`src/rtl/freq_meter_pkg.sv`:
```
// rtl/freq_meter_pkg.sv - shared widths, defaults and FSM encoding for the frequency meter
package freq_meter_pkg;

  localparam int FREQ_W          = 11;
  localparam int DEF_GATE_CYCLES = 50_000_000;
  localparam int DEF_MAX_COUNT   = 2047;

  localparam logic [0:0] ST_IDLE = 1'b0;
  localparam logic [0:0] ST_GATE = 1'b1;

endpackage

```
`src/rtl/sync_edge_detect.sv`:
```
// rtl/sync_edge_detect.sv - two-flop synchronizer plus rising-edge pulse
module sync_edge_detect (
  input  logic clock,
  input  logic reset,
  input  logic async_in,
  output logic rise_p
);

  logic meta;
  logic stable;
  logic prev;

  always_ff @(posedge clock or posedge reset) begin
    if (reset) begin
      meta   <= 1'b0;
      stable <= 1'b0;
      prev   <= 1'b0;
    end else begin
      meta   <= async_in;
      stable <= meta;
      prev   <= stable;
    end
  end

  assign rise_p = stable & ~prev;

endmodule

```
`src/rtl/freq_meter.sv`:
```
// rtl/freq_meter.sv - gated rising-edge counter publishing a saturated 11-bit frequency
module freq_meter
  import freq_meter_pkg::*;
#(
  parameter int GATE_CYCLES = DEF_GATE_CYCLES,
  parameter int MAX_COUNT   = DEF_MAX_COUNT
) (
  input  logic              clock,
  input  logic              reset,
  input  logic              sig_in,
  input  logic              enable,
  output logic [FREQ_W-1:0] freq_out,
  output logic              overflow,
  output logic              update
);

  localparam int                GATE_W    = $clog2(GATE_CYCLES);
  localparam logic [GATE_W-1:0] GATE_LAST = GATE_W'(GATE_CYCLES - 1);
  localparam logic [FREQ_W-1:0] MAX_C     = FREQ_W'(MAX_COUNT);

  logic [0:0]        state;
  logic [GATE_W-1:0] gate_cnt;
  logic [FREQ_W-1:0] edge_cnt;
  logic              window_ovf;
  logic              edge_p;

  logic              at_max;
  logic              terminal;
  logic [FREQ_W-1:0] cnt_next;
  logic              ovf_next;

  sync_edge_detect u_sync (
    .clock    (clock),
    .reset    (reset),
    .async_in (sig_in),
    .rise_p   (edge_p)
  );

  // Count including this cycle's edge, so a terminal-cycle edge lands in the result.
  assign at_max   = (edge_cnt == MAX_C);
  assign cnt_next = (edge_p && !at_max) ? edge_cnt + 1'b1 : edge_cnt;
  assign ovf_next = window_ovf | (edge_p & at_max);
  assign terminal = (state == ST_GATE) && (gate_cnt == GATE_LAST);

  always_ff @(posedge clock or posedge reset) begin
    if (reset) begin
      state      <= ST_IDLE;
      gate_cnt   <= '0;
      edge_cnt   <= '0;
      window_ovf <= 1'b0;
      freq_out   <= '0;
      overflow   <= 1'b0;
      update     <= 1'b0;
    end else begin
      update <= 1'b0;
      if (state == ST_IDLE) begin
        gate_cnt   <= '0;
        edge_cnt   <= '0;
        window_ovf <= 1'b0;
        if (enable) state <= ST_GATE;
      end else if (terminal) begin
        // Publish and start the next window in the same cycle: no dead cycle.
        freq_out   <= cnt_next;
        overflow   <= ovf_next;
        update     <= 1'b1;
        gate_cnt   <= '0;
        edge_cnt   <= '0;
        window_ovf <= 1'b0;
        if (!enable) state <= ST_IDLE;
      end else if (!enable) begin
        state      <= ST_IDLE;
        gate_cnt   <= '0;
        edge_cnt   <= '0;
        window_ovf <= 1'b0;
      end else begin
        gate_cnt   <= gate_cnt + 1'b1;
        edge_cnt   <= cnt_next;
        window_ovf <= ovf_next;
      end
    end
  end

endmodule

```
`config.mk`:
```
export PLATFORM = sky130hd
export DESIGN_NAME = freq_meter
export DESIGN_NICKNAME = d
export VERILOG_FILES = /design/src/rtl/freq_meter_pkg.sv /design/src/rtl/sync_edge_detect.sv /design/src/rtl/freq_meter.sv
export SDC_FILE = /design/constraint.sdc
export NUM_CORES = 1
export LEC_CHECK = 0
export BUFFER_PORTS_ARGS = -buffer_cell sky130_fd_sc_hd__buf_4
export CAP_MARGIN = 20
export CORE_MARGIN = 2
export CORE_UTILIZATION = 30
export CTS_CLUSTER_DIAMETER = 40
export DETAILED_ROUTE_END_ITERATION = 8
export PLACE_DENSITY = 0.57
export SYNTH_ARGS = -nofsm -noshare
export SYNTH_HDL_FRONTEND = slang
export SYNTH_HIERARCHICAL = 1
export SYNTH_SLANG_ARGS = --single-unit
```
`constraint.sdc`:
```
create_clock -name clock -period 3.3 [get_ports clock]
set_clock_uncertainty 0.15 [all_clocks]
set_input_delay 0.165 -clock clock [delete_from_list [all_inputs] [get_ports clock]]
set_output_delay 0.165 -clock clock [all_outputs]
set_load 0.05 [all_outputs]
```
### Word-level counts from Yosys, hierarchy flattened

Index checks and enable logic that the tools add are counted.

* register bits after elaboration: 55
* latch bits: 0
* bits in writable memories: 0
* memory bits (read-only): 0
* input port bits: 4
* output and inout bits: 13
* word-level logic and storage cells: 35
* memories kept: 0

* add/subtract/negate cells: 2
* $mul: 0
* divide/modulo/power cells: 0
* $lt $le $gt $ge: 0
* equal/unequal tests: 2
* shift operators: 0
* muxes and demuxes: 13
* bitwise operators: 4
* reductions and logical operators: 4

Operator list (number)
* two-way mux 26 bit: 3
* two-way mux 11 bit: 4
* adder 26 x 1 -> 26 bit, second input constant: 1
* equality test 26 bit, second input constant: 1
* adder 11 x 1 -> 11 bit, second input constant: 1
* equality test 11 bit, second input constant: 1
* two-way mux 1 bit: 6
* bitwise AND 1 bit: 2
* logical AND 1 bit: 2
* AND reduction 2 bit: 1
* zero test 1 bit: 1
* inverter 1 bit: 1
* OR 1 bit: 1

### Depth between registers and ports, before layout

Gate-level depths: netlist (run 1).

* depth after elaboration: 7
* depth in mapped cells: 6
* gate-level depth less buffers: 5

### Cells and area by module

The synthesis (run 1) kept the hierarchy.

Modules (own cells, without submodules)
* freq_meter: instances 1, cells each 248, area an instance 2602.5 um2, seq. area each 1301.2 um2
* sync_edge_detect: instances 1, cells each 5, area an instance 92.6 um2, seq. area each 75.1 um2

### Worst setup path after synthesis (run 1)

No wires, ideal clock.

* path type: reg2reg
* from: reg gate_cnt[16]
* to: reg freq_out[4]
* library setup time: 0.125 ns
* data arrival time: 1.803 ns
* required time: 3.025 ns
* slack: 1.222 ns
* stages on the path, launching flop included: 6
* path buffers: 1
* period minus slack after synthesis: 2.078 ns
* path through: dfrtp_1 > nor4b_4 > nand4_2 > nor4_4 > buf_6 > mux2_4

* longest elaborated chain between the ends: 3

Ends and longest elaborated chain
* start: declaration: line freq_meter.sv:22 `logic [GATE_W-1:0] gate_cnt;`
* start signal: assignment: line freq_meter.sv:76 `gate_cnt <= gate_cnt + 1'b1;`
* equality test 26 bit: line freq_meter.sv:43 `assign terminal = (state == ST_GATE) && (gate_cnt == GATE_LAST);`
* logical AND 1 bit: line freq_meter.sv:43
* AND reduction 2 bit (no line)
* end signal: assignment: line freq_meter.sv:63 `freq_out <= cnt_next;`
* end: declaration: line freq_meter.sv:12 `output logic [FREQ_W-1:0] freq_out,`

Every way passes these cells.
A chain may end at the register's enable or synchronous reset.

### Worst setup path after layout (run 1)

* from: reg gate_cnt[2]
* to: reg gate_cnt[21]

* longest elaborated chain between the ends: 4
* elaborated cells between the ends (all ways): 6
* classes of those cells: 1 x add/sub; 1 x eq/ne; 3 x mux; 1 x reduce/logical

Ends and longest elaborated chain
* adder 26 x 1 -> 26 bit / equality test 26 bit (equally long branches): line freq_meter.sv:76, freq_meter.sv:43
* two-way mux 26 bit / logical AND 1 bit (equally long branches): line freq_meter.sv:70, freq_meter.sv:43
* two-way mux 26 bit (*): line freq_meter.sv:61 `end else if (terminal) begin`
* two-way mux 26 bit (*): line freq_meter.sv:56 `if (state == ST_IDLE) begin`

Mark *: on every way between the ends. The rest lies on a longest branch, timed or not.

==> results of run 1 <==
-- worst max-delay path, cell delays in order, from the launching register on --
cell	delay [ns]
dfrtp_1	0.43
and4_1	0.41
nand4_1	0.21
o211ai_2	0.47
buf_4	0.38
a21oi_1	0.08
-- power breakdown --
part	switching, mW	internal (mW)	leakage [nW]
combinational	0.0261	0.0118	0.514
clock	0.243	0.157	0.0491
sequential	0.00347	0.678	0.758
-- logic make-up after synthesis --
family          after synthesis  share of synthesized area (%)
compound gates               45                          9.935
simple gates                103                          23.72
mux                          16                          6.686
fa+ha+maj                     3                          1.393
buf+inv                      19                          3.296
xor+xnor                     12                          3.900
flops                        55                          51.07
-- final cells by class --
type | instances | area share (%)
Clock buffer | 5 | 2.247
Inverter | 11 | 1.348
Sequential cell | 55 | 44.93
Multi-Input combinational cell | 179 | 40.16
Timing Repair Buffer | 22 | 6.046
Tap cell | 108 | 4.412
Clock inverter | 3 | 0.8578
-- flip-flops by register name (all words and copies together) (netlist names) --
register,count
gate_cnt,26
edge_cnt,11
freq_out,11
overflow,1
state,1
u_sync/meta,1
u_sync/prev,1
u_sync/stable,1
update,1
window_ovf,1
-- cell usage in the layout, fill, tap and decap left out, drive strengths merged, types with 7 or more instances in the layout --
cell type   n
a21oi      20
xor2       10
buf        19
nand2      13
dfrtp      55
inv        13
o21ai      10
nor2       23
nand3       9
nand4      16
and4        7
or4         7
mux2       10
-- worst max path at each step --
stage | cells past startpoint | slack, ns | from | endpoint
finish | 5 | 1.04 | gate_cnt[2]$_DFF_PP0_ | gate_cnt[21]$_DFF_PP0_
global route | 5 | 0.82 | gate_cnt[2]$_DFF_PP0_ | gate_cnt[17]$_DFF_PP0_
CTS | 5 | 1.03 | gate_cnt[2]$_DFF_PP0_ | gate_cnt[13]$_DFF_PP0_
detailed placement | 5 | 1.04 | gate_cnt[2]$_DFF_PP0_ | edge_cnt[6]$_DFF_PP0_
global placement | 5 | 1.13 | gate_cnt[16]$_DFF_PP0_ | edge_cnt[3]$_DFF_PP0_
floorplan | 5 | 1.22 | gate_cnt[16]$_DFF_PP0_ | freq_out[4]$_DFFE_PP0P_
-- per-stage QoR --
step                utilization, %  hold WS (ns)  cells  power [mW]
floorplan                        -       -0.2314    253      0.7155
global placement             33.46      -0.09410    371      0.7276
finish                       35.12        0.1309    383       1.119
detailed placement           33.69      -0.09003    372      0.7313
CTS                          35.12        0.1060    383       1.136
global route                 35.12        0.1506    383       1.175
-- layer usage --
layer	track usage, %	vias up
met5	0	-
met1	18.32	974
li1	-	976
met3	1.915	8
met2	17.15	34
met4	4.426	0
==> run summary, run 1 <==
outcome = complete, no violations
Hold Vio Cnt, Final = 0
CP Capture Type = flip-flop
Hold Crit Class = in2async
Register Area = 1376 sq um
top sig layer = met4
met2 WL = 2269 um
Slew @ Worst Pin = 0.5594 ns
clock slew at reported path FFs = 0.11 ns
reg2reg setup slack = 1.04 ns
EDFF count, synth = 0
largest net degree at the start of global routing = 33
Worst Path Arrival = 2.31 ns
H-tree Lvls = 2
clock buffer depth = 2
Crit Path Category = reg2reg
met3 wire length = 215 um
synth top area cells = dfrtp_1, a21oi_1, nand4_1
total length of routed wires = 5358 um
DIE AREA = 9757 sq um
number of global-route vias before repair = 1924
Post-DP HPWL = 3734 um
top-count cell post-synth = dfrtp_1
area share of the largest cell type after synthesis = 51.07%
GPL Wtd Cong = 0.7718
cell area after placement = 2938 sq um
post-DR vias/cell = 5.201
TritonCTS Buffers = 5
post-synth top area cell = dfrtp_1
worst path required time = 3.35 ns
Max Slew Vio Count = 0
Clk Latency, worst-skew pair = 0.32 ns
Syn Std Cell Area = 2695 sq um
met1 wire length = 2777 um
Die H = 98.78 um
final setup fails = 0
Initial Utilization = 30.90%
die width = 98.78 um
most frequent cells after synthesis = dfrtp_1, nor2_1, a21oi_1
Routed Antenna Nets = 0
DRT iter0 DRCs = 115
CP startpoint kind = flip-flop
Post-CTS Resized = 0
Worst slew margin = 62.22%
GRT Overall Usage = 12.03%
Syn Area/Cell = 10.65 sq um
crit path max fanout = 24
peak supply drop = 0.0001425 V
PwrDens = 365.4 nW/um^2
Place WS = 1.043 ns
I/O Buffers = 16
DRC errors left = 0
Avg WL per Cell = 13.99 um
Post-Syn Instances = 253
Vias = 1992
hold_buf cts = 3
Synth cell types = 44
area growth from synthesis to layout = 13.65%
final period utilization = 68.47%
Setup Fix Bufs, Post-CTS = 0
FMAX = 442.5 MHz
max_cap viols = 0
multi-input logic area = 1230 sq um
I/O pins = 17
Core Region = 8721 sq um
first-pass GRT wire length = 9632 um
final net count = 281
Synth warnings = 6
RSZ-0062 raised after global routing = false
Tmin final = 2.260 ns
ys flop type = dfrtp_1
finished layout cell area = 3063 sq um
syn nets = 260
ratio of cells with drive above 1 in the final layout = 17.45%
# diodes = 0
r2r endpoint = gate_cnt[21]$_DFF_PP0_
CTS tree = built
Root Buffer = clkbuf_8
setup ws final = 1.040 ns
RR Startpoint = gate_cnt[2]$_DFF_PP0_
R2R depth = 5
antenna violations before repair = 0
register area share after synthesis = 51.07%
Leak Pwr = 1.321 nW
grt total ovfl = 0
Clock Sinks = 55
drt first pass iters = 4
# rows = 34
async set-or-reset flop fraction in the synthesized netlist = 100.0%
flops & latches, synth = 55
Fillers = 864
setup TNS = 0 ns
Note: power is estimated with default switching activity, not from simulation.
==> inputs of run 2 (changes only) <==
- PLACE_DENSITY: 0.57 -> 0.59
- clock period: 3.3 -> 2 ns (I/O delays scaled with it)
==> run 2 against run 1 <==
  * Sequential power rose by 64%
  * Fmax rose by 19%
  * First-iteration DRC count fell by 23%
  * Clock power rose by 64%
  * Non-clock buffer count rose by 17
  * Final cell count rose by 4.4%
  * Critical endpoint is now freq_out[2]$_DFFE_PP0P_
  * Highest routed layer unchanged
==> run summary, run 2 (same netlist as run 1, synthesis figures left out) <==
Hold Crit Class = in2async
max_cap viols = 0
grt total ovfl = 0
ratio of cells with drive above 1 in the final layout = 23.29%
Core Region = 8721 sq um
# rows = 34
clock slew at reported path FFs = 0.10 ns
antenna violations before repair = 0
area growth from synthesis to layout = 19.64%
clock buffer depth = 2
fin util = 36.97%
TritonCTS Buffers = 5
Vias = 2066
biggest regs = gate_cnt x26, edge_cnt x11, freq_out x11
final period utilization = 94.70%
CP Capture Type = flip-flop
# diodes = 0
I/O pins = 17
largest net degree at the start of global routing = 53
Hold Vio Cnt, Final = 0
Pwr Total = 1.849 mW
crit path max fanout = 15
Leak Pwr = 1.406 nW
most common cell after layout, fill and taps aside = dfrtp_1
Slew @ Worst Pin = 0.4140 ns
CTS tree = built
Routed Antenna Nets = 0
Worst Path Arrival = 1.95 ns
DRT iter0 DRCs = 88
max FFs per register = 26
final setup fails = 0
Max Slew Vio Count = 0
peak supply drop = 0.0002685 V
final net count = 298
Clk Latency, worst-skew pair = 0.31 ns
total length of routed wires = 5495 um
I/O Buffers = 16
GPL Wtd Cong = 0.8517
setup TNS = 0 ns
RSZ-0062 raised after global routing = false
Initial Utilization = 30.90%
post-DR vias/cell = 5.165
Tmin final = 1.894 ns
worst path required time = 2.05 ns
Reg with most FFs = gate_cnt
DRC errors left = 0
GRT Overall Usage = 11.98%
DIE AREA = 9757 sq um
Worst slew margin = 72.15%
PwrDens = 573.5 nW/um^2
Post-DP HPWL = 3821 um
number of global-route vias before repair = 2001
CP startpoint kind = flip-flop
Crit Path Category = reg2reg
Fillers = 894
drt first pass iters = 4
die width = 98.78 um
Clock Sinks = 55
Die H = 98.78 um
H-tree Lvls = 2
most frequent cells in the layout = dfrtp_1, buf_4, nor2_1
Root Buffer = clkbuf_8
outcome = complete, no violations
Avg WL per Cell = 13.74 um
FMAX = 528.0 MHz
first-pass GRT wire length = 9473 um
-- run 2: power by group --
| group | leakage (nW) | internal [mW] | switching [mW] | total (mW) |
|---|---|---|---|---|
| Clock | 0.0474 | 0.284 | 0.372 | 0.656 |
| Sequential | 0.756 | 1.12 | 0.00529 | 1.12 |
| Combinational | 0.603 | 0.0253 | 0.0446 | 0.0699 |
-- run 2: area by class of cell --
type	instances	area (sq um)	share of cell area, %
clock buffer	6	82.58	2.561
clock inverter	2	16.27	0.5045
inverter	11	41.29	1.281
multi-input combinational	179	1234	38.26
sequential	55	1378	42.72
tap	108	135.1	4.191
timing repair buffer	39	337.8	10.48
-- run 2: final timing paths --
| kind | start | endpoint | slack, ns | cells past startpoint |
|---|---|---|---|---|
| min reg2reg | u_sync/meta$_DFF_PP0_ | u_sync/stable$_DFF_PP0_ | 0.21 | 0 |
| max | gate_cnt[16]$_DFF_PP0_ | freq_out[2]$_DFFE_PP0P_ | 0.11 | 5 |
| max in group asynchronous | reset | gate_cnt[16]$_DFF_PP0_ | 1.20 | 4 |
| min | reset | u_sync/stable$_DFF_PP0_ | 0.08 | 3 |
| max reg2reg | gate_cnt[16]$_DFF_PP0_ | freq_out[2]$_DFFE_PP0P_ | 0.11 | 5 |
| min in group clock | u_sync/meta$_DFF_PP0_ | u_sync/stable$_DFF_PP0_ | 0.21 | 0 |
-- run 2: critical path, cell delays in order (launching register included) --
cell and delay (ns):
dfrtp_2 0.46, nor4b_4 0.26, nand4_2 0.17, nor4_4 0.21, buf_12 0.19, mux2_2 0.34
-- run 2: stage by stage --
stage / hold WS [ns] / area [sq um] / setup WS, ns / instances
after floorplan: -0.2964 / 2695 / 0.02397 / 253
after global placement: -0.1637 / 3053 / 0.09715 / 384
after detailed placement: -0.1548 / 3053 / 0.09838 / 384
after CTS: 0.06085 / 3182 / 0.07532 / 395
after global routing: 0.08465 / 3224 / 0.002323 / 400
final: 0.07937 / 3224 / 0.1061 / 400
-- run 2: repair_timing --
item / 4_1_cts / 5_1_grt
setup buffers: 0 / 5
hold buffers: 3 / 0
endpoints found under the hold margin: 60 / 0
setup endpoints to repair: 0 / 7
resized for setup: 0 / 4
-- run 2: layer usage --
layer | GRT usage, % | part of all wire (%) | vias up
li1 | - | - | 1006
met1 | 15.73 | 47 | 1027
met2 | 19.39 | 49 | 29
met3 | 2.979 | 2.4 | 4
met4 | 4.004 | 0.80 | 0
met5 | 0 | 0 | -
